===== src/rtl/delay_ram_responder_if.sv =====
// Bus between the delay RAM interface (master) and its sample memory
// responder (slave).
//   req      master -> slave  request strobe, four-phase handshake
//   address  master -> slave  sample address
//   WE / OE  master -> slave  write / read enables, qualified by req
//   wdata    master -> slave  write sample
//   rdata    slave -> master  registered read sample
//   ack      slave -> master  one-cycle transaction-complete pulse
//   busy     slave -> master  responder not in IDLE
//   err      slave -> master  one-cycle pulse with ack when neither WE nor OE
interface delay_ram_responder_if #(
   parameter int ADDR_W = 3,
   parameter int DATA_W = 16
);
   logic              req;
   logic [ADDR_W-1:0] address;
   logic              WE;
   logic              OE;
   logic [DATA_W-1:0] wdata;
   logic [DATA_W-1:0] rdata;
   logic              ack;
   logic              busy;
   logic              err;

   modport master (
      output req, address, WE, OE, wdata,
      input  rdata, ack, busy, err
   );

   modport slave (
      input  req, address, WE, OE, wdata,
      output rdata, ack, busy, err
   );
endinterface


===== src/rtl/delay_ram_responder.sv =====
// Registered, handshaked sample memory for the delay line.
// After reset the whole memory is swept to zero, then requests are served
// with WAIT_CYCLES access wait states. WE and OE together perform a
// read-before-write: old sample is returned and new sample stored on the
// same edge.
// Ports:
//   clk  system clock (sample-rate domain)
//   rst  asynchronous reset, active-high
//   bus  slave side of delay_ram_responder_if
//
// state   | meaning
// --------+-----------------------------------------------------------
// CLEAR   | writing zero to mem[ptr], one address per clock
// IDLE    | waiting for a fresh request (req high after req seen low)
// ACCESS  | counting down access wait states
// RESPOND | ack (and err) high for one cycle; commit already done
module delay_ram_responder #(
   parameter int ADDR_W      = 3,
   parameter int DATA_W      = 16,
   parameter int WAIT_CYCLES = 2
) (
   input logic                  clk,
   input logic                  rst,
   delay_ram_responder_if.slave bus
);

   localparam int DEPTH   = 2 ** ADDR_W;
   localparam int WAIT_M1 = (WAIT_CYCLES > 0) ? WAIT_CYCLES - 1 : 0;
   localparam logic [3:0]        WAIT_LD  = 4'(WAIT_M1);
   localparam logic [ADDR_W-1:0] LAST_PTR = '1;

   typedef enum logic [1:0] {
      CLEAR   = 2'd0,
      IDLE    = 2'd1,
      ACCESS  = 2'd2,
      RESPOND = 2'd3
   } state_t;

   state_t              state_q, state_d;
   logic [ADDR_W-1:0]   ptr_q, ptr_d;
   logic [3:0]          cnt_q, cnt_d;
   logic                req_low_q, req_low_d;
   logic [ADDR_W-1:0]   addr_q, addr_d;
   logic                we_q, we_d;
   logic                oe_q, oe_d;
   logic [DATA_W-1:0]   wdata_q, wdata_d;
   logic [DATA_W-1:0]   rdata_q, rdata_d;
   logic                ack_q, ack_d;
   logic                err_q, err_d;

   logic [DATA_W-1:0]   mem [DEPTH];
   logic                mem_we;
   logic [ADDR_W-1:0]   mem_waddr;
   logic [DATA_W-1:0]   mem_wdata;

   logic                commit;
   logic [ADDR_W-1:0]   acc_addr;
   logic                acc_we;
   logic                acc_oe;
   logic [DATA_W-1:0]   acc_wdata;

   always_ff @(posedge clk or posedge rst) begin
      if (rst) begin
         state_q   <= CLEAR;
         ptr_q     <= '0;
         cnt_q     <= '0;
         req_low_q <= 1'b0;
         addr_q    <= '0;
         we_q      <= 1'b0;
         oe_q      <= 1'b0;
         wdata_q   <= '0;
         rdata_q   <= '0;
         ack_q     <= 1'b0;
         err_q     <= 1'b0;
      end else begin
         state_q   <= state_d;
         ptr_q     <= ptr_d;
         cnt_q     <= cnt_d;
         req_low_q <= req_low_d;
         addr_q    <= addr_d;
         we_q      <= we_d;
         oe_q      <= oe_d;
         wdata_q   <= wdata_d;
         rdata_q   <= rdata_d;
         ack_q     <= ack_d;
         err_q     <= err_d;
      end
   end

   // Memory has no reset; reset only gates the write so an aborted
   // transaction can never land.
   always_ff @(posedge clk) begin
      if (mem_we && !rst) begin
         mem[mem_waddr] <= mem_wdata;
      end
   end

   always_comb begin
      state_d   = state_q;
      ptr_d     = ptr_q;
      cnt_d     = cnt_q;
      req_low_d = req_low_q;
      addr_d    = addr_q;
      we_d      = we_q;
      oe_d      = oe_q;
      wdata_d   = wdata_q;
      rdata_d   = rdata_q;
      ack_d     = 1'b0;
      err_d     = 1'b0;
      mem_we    = 1'b0;
      mem_waddr = ptr_q;
      mem_wdata = '0;
      commit    = 1'b0;

      // With zero wait states the commit happens on the accept edge itself,
      // so the live bus values are used instead of the latched copy.
      if (state_q == IDLE) begin
         acc_addr  = bus.address;
         acc_we    = bus.WE;
         acc_oe    = bus.OE;
         acc_wdata = bus.wdata;
      end else begin
         acc_addr  = addr_q;
         acc_we    = we_q;
         acc_oe    = oe_q;
         acc_wdata = wdata_q;
      end

      if (!bus.req) begin
         req_low_d = 1'b1;
      end

      case (state_q)
         CLEAR: begin
            mem_we    = 1'b1;
            mem_waddr = ptr_q;
            mem_wdata = '0;
            ptr_d     = ptr_q + 1'b1;
            if (ptr_q == LAST_PTR) begin
               state_d = IDLE;
            end
         end
         IDLE: begin
            if (bus.req && req_low_q) begin
               req_low_d = 1'b0;
               addr_d    = bus.address;
               we_d      = bus.WE;
               oe_d      = bus.OE;
               wdata_d   = bus.wdata;
               if (WAIT_CYCLES == 0) begin
                  state_d = RESPOND;
                  commit  = 1'b1;
               end else begin
                  state_d = ACCESS;
                  cnt_d   = WAIT_LD;
               end
            end
         end
         ACCESS: begin
            if (cnt_q == 4'd0) begin
               state_d = RESPOND;
               commit  = 1'b1;
            end else begin
               cnt_d = cnt_q - 4'd1;
            end
         end
         RESPOND: begin
            state_d = IDLE;
         end
         default: begin
            state_d = CLEAR;
            ptr_d   = '0;
         end
      endcase

      // Read uses the pre-edge memory contents, so WE+OE returns the old
      // sample while the new one is written on the same edge.
      if (commit) begin
         ack_d = 1'b1;
         err_d = !acc_we && !acc_oe;
         if (acc_oe) begin
            rdata_d = mem[acc_addr];
         end
         if (acc_we) begin
            mem_we    = 1'b1;
            mem_waddr = acc_addr;
            mem_wdata = acc_wdata;
         end
      end
   end

   assign bus.rdata = rdata_q;
   assign bus.ack   = ack_q;
   assign bus.err   = err_q;
   assign bus.busy  = (state_q != IDLE);

endmodule


===== src/flat_wrapper.sv =====
// flat-port wrapper written by rule: the top's interface ports become plain ports
module delay_ram_responder_flat 
#(
   parameter int ADDR_W      = 3,
   parameter int DATA_W      = 16,
   parameter int WAIT_CYCLES = 2
)
  (clk, rst, bus_req, bus_address, bus_WE, bus_OE, bus_wdata, bus_rdata, bus_ack, bus_busy, bus_err);
  delay_ram_responder_if #(.ADDR_W(ADDR_W), .DATA_W(DATA_W)) bus_i ();
  input logic clk;
  input logic rst;
  input wire logic [$bits(bus_i.req)-1:0] bus_req;
  input wire logic [$bits(bus_i.address)-1:0] bus_address;
  input wire logic [$bits(bus_i.WE)-1:0] bus_WE;
  input wire logic [$bits(bus_i.OE)-1:0] bus_OE;
  input wire logic [$bits(bus_i.wdata)-1:0] bus_wdata;
  output wire logic [$bits(bus_i.rdata)-1:0] bus_rdata;
  output wire logic [$bits(bus_i.ack)-1:0] bus_ack;
  output wire logic [$bits(bus_i.busy)-1:0] bus_busy;
  output wire logic [$bits(bus_i.err)-1:0] bus_err;
  assign bus_i.req = bus_req;
  assign bus_i.address = bus_address;
  assign bus_i.WE = bus_WE;
  assign bus_i.OE = bus_OE;
  assign bus_i.wdata = bus_wdata;
  assign bus_rdata = bus_i.rdata;
  assign bus_ack = bus_i.ack;
  assign bus_busy = bus_i.busy;
  assign bus_err = bus_i.err;
  delay_ram_responder #(.ADDR_W(ADDR_W), .DATA_W(DATA_W), .WAIT_CYCLES(WAIT_CYCLES)) u_core (.clk(clk), .rst(rst), .bus(bus_i));
endmodule

===== config.mk =====
export PLATFORM = sky130hd
export DESIGN_NAME = delay_ram_responder_flat
export DESIGN_NICKNAME = d
export VERILOG_FILES = /design/src/rtl/delay_ram_responder_if.sv /design/src/rtl/delay_ram_responder.sv /design/src/flat_wrapper.sv
export SDC_FILE = /design/constraint.sdc
export NUM_CORES = 1
export LEC_CHECK = 0
export CORE_MARGIN = 2
export CORE_UTILIZATION = 56
export CTS_BUF_LIST = sky130_fd_sc_hd__clkbuf_16
export DETAILED_ROUTE_END_ITERATION = 8
export PLACE_DENSITY = 0.85
export SLEW_MARGIN = 20
export SYNTH_ARGS = -nofsm -noshare
export SYNTH_HDL_FRONTEND = slang
export SYNTH_SLANG_ARGS = --single-unit

===== constraint.sdc =====
create_clock -name clk -period 3.7 [get_ports clk]
set_input_delay 0.37 -clock clk [delete_from_list [all_inputs] [get_ports clk]]
set_output_delay 0.37 -clock clk [all_outputs]
set_load 0.1 [all_outputs]

==> results.json <==
{
  "status": "completed",
  "hpwl_mm": 14.7,
  "cts_setup_buffers": 0,
  "async_flop_share": 0.277,
  "worst_skew_pair.late_latency_ns": 0.43,
  "h-tree-depth": 4,
  "drive_gt1_frac": 0.133,
  "synthCells": 699,
  "post_cts_resized": 0,
  "via_per_inst": 6.66,
  "cap_violations": 0,
  "start_kind": "flop",
  "cp_max_fo": 23,
  "synth_nets": 730,
  "grtUsageTotal": 0.287,
  "clk_pin_slew_ns": 0.07,
  "gp_congestion": 0.946,
  "hold_buffers": 0,
  "cts_tree": "built",
  "syn_area_per_cell_sq_um": 11.6,
  "cts-root-buf": "clkbuf_16",
  "power_mw": 8.13,
  "first_iter_violations": 975,
  "worstPathRequired_ns": 3.83,
  "fin_hold_ws_ns": 0.179,
  "dieArea_sq_mm": 0.0155,
  "port_buffers": 42,
  "slew_headroom": 0.294,
  "pin_count": 43,
  "fp.dieW_um": 124,
  "grt_pass1_vias": 6191,
  "grt_pass1_wl_mm": 33.9,
  "rsz0062_at_grt": "false",
  "fin_crit_sh": 0.810,
  "fin_nets": 779,
  "cts.sink_count": 177,
  "rows": 44,
  "wirelength_mm": 22.0,
  "yosys_register_bits": 177,
  "fill_cells": 989,
  "cts_made_buffers": 17,
  "die_h_um": 124,
  "avgRoutedWirePerCell_um": 23.2,
  "synth-main-ff-cell": "edfxtp_1",
  "clockBufferDepth": 2,
  "placedCellCount": 913,
  "synth_top_area_cell": "edfxtp_1",
  "drv_slew": 0,
  "seq_area_frac_synth": 0.624,
  "crit_arrival_ns": 3.13,
  "synth_top_area_share": 0.473,
  "leakagePower_nw": 3.41,
  "syn2layout_area_growth_pct": 15.5,
  "ant_nets": 0,
  "synth-edff-count": 128,
  "crit_start": "u_core.state_q[1]$_DFFE_PP0P_",
  "power_density_mw_per_mm2": 866,
  "reg2reg_from": "u_core.state_q[1]$_DFFE_PP0P_",
  "syn_area_sq_mm": 0.00813,
  "fin_cells": 945,
  "start_util": 0.565,
  "clock_skew_ns": 0.00761,
  "antenna_cells": 0,
  "grt_max_degree": 46,
  "first_pass_iters": 6,
  "fmax_mhz": 334,
  "end_kind": "flop",
  "yosysMostFrequentCell": "nor2_1",
  "max_slew.worst_pin.slew_ns": 1.05,
  "timing.final.crit_period_ns": 3.00,
  "ys_top_cells_by_count": "nor2_1, edfxtp_1, dfrtp_1",
  "num_vias": 6297,
  "synth_warnings": 0,
  "synth.distinct_cells": 52,
  "seq_area_sq_mm": 0.00507,
  "crit_type": "reg2reg",
  "grt_antenna_before_repair": 0,
  "worstHoldPathType": "in2async",
  "multi_input_area_sq_mm": 0.00278,
  "setup_tns_ns": 0,
  "drcViolationCount": 0,
  "synth.area.top_cells": "edfxtp_1, dfrtp_1, nor2_1, mux2_2, o22a_1",
  "setup_viol": 0,
  "final-hold-violation-count": 0,
  "irDropWorstVdd_uv": 556,
  "grt.overflow.total": 0,
  "core_area_sq_mm": 0.0144
}
## state kept, by name (all words and copies together), names as in the netlist, 2 cells and up
register / count
u_core.wdata_q: 16
u_core.cnt_q: 4
u_core.ptr_q: 3
u_core.state_q: 2
u_core.bus.rdata: 16
u_core.addr_q: 3
u_core.mem: 128
## metal layers
layer | share of wire | up-vias | GRT usage
met5 | 0 | - | 0
met4 | 0.039 | 0 | 0.135
met3 | 0.13 | 83 | 0.0756
met2 | 0.46 | 504 | 0.437
met1 | 0.37 | 3017 | 0.389
li1 | - | 2693 | -
## worst max-delay path, cell delays in order (launching register included)
cell	delay (ns)
dfrtp_1	0.39
inv_1	0.12
ha_2	0.56
mux2_2	0.44
nand2_2	0.34
and3_1	0.24
o21ai_2	0.08
nor2_1	0.26
buf_4	0.27
## power breakdown
group	switching (mW)	total (mW)	internal, mW
combinational	2.45	3.68	1.23
clock	0.744	1.73	0.988
sequential	0.241	2.72	2.48
## cell type report
class,count,share of cell area
well taps,184,0.0245
flip-flops and latches,177,0.540
inverters,14,0.00613
multi-input cells,462,0.296
clock inverters,15,0.0155
clock buffers,17,0.0453
repair buffers,76,0.0720
## cells in the final DEF (no fill, tap or decap), types with 2 or more instances in the layout
cell / Yosys / layout
a32oi_1: 9 / 9
mux2i_1: 17 / 17
nor2_1: 160 / 160
nor2b_1: 9 / 9
edfxtp_1: 128 / 128
o22a_1: 28 / 28
mux2_2: 25 / 25
ha_1: 7 / 6
clkbuf_16: 0 / 17
nand3_1: 3 / 3
a22oi_1: 5 / 5
o22ai_1: 5 / 5
o211ai_1: 13 / 13
o21ai_2: 2 / 2
buf_4: 0 / 34
inv_1: 12 / 13
nand2_2: 2 / 2
o21ai_1: 7 / 7
a211o_1: 2 / 2
clkdlybuf4s50_1: 0 / 42
a211oi_1: 3 / 3
dfrtp_1: 49 / 49
a31oi_1: 3 / 3
clkinv_4: 1 / 6
clkinv_2: 0 / 2
clkinv_1: 0 / 2
a21oi_1: 25 / 25
nor3_1: 10 / 10
and3_1: 2 / 2
nand2_1: 31 / 31
nand2b_1: 2 / 2
o221ai_1: 27 / 27
o21ai_0: 47 / 47
inv_2: 1 / 2
bufinv_16: 0 / 2
## cells by family (layout without fill, tap and decap cells)
family	after synthesis	in the layout	synth area share
AND/OR/NAND/NOR	228	228	0.117
multiplexers	43	43	0.0573
flip-flops	177	177	0.624
buffers and inverters	60	122	0.0342
XOR/XNOR	1	1	0.00108
adder cells (fa/ha/maj)	7	7	0.0108
AO/OA/AOI/OAI	183	183	0.156
## path summary, 6_finish.rpt
path	to	slack [ns]	cells past startpoint
setup reg to reg	u_core.mem[3][7]$_DFFE_PP_	0.70	8
min in group clk	u_core.bus.rdata[6]$_DFFE_PP0P_	0.50	2
setup / recovery	u_core.mem[3][7]$_DFFE_PP_	0.70	8
max in group asynchronous	u_core.wdata_q[0]$_DFFE_PP0P_	2.66	3
hold reg to reg	u_core.bus.rdata[6]$_DFFE_PP0P_	0.50	2
hold / removal	u_core.bus.rdata[11]$_DFFE_PP0P_	0.18	2
## metrics by stage
stage                     utilization  setup slack [ns]  instance area [sq um]
after floorplan                     -             0.870                   8130
after global placement          0.613             0.855                   8810
after detailed placement        0.613             0.735                   8810
after CTS                       0.653             0.710                   9380
after global routing            0.653             0.524                   9380
final                           0.653             0.704                   9380
Note: power is estimated with default switching activity, not from simulation.
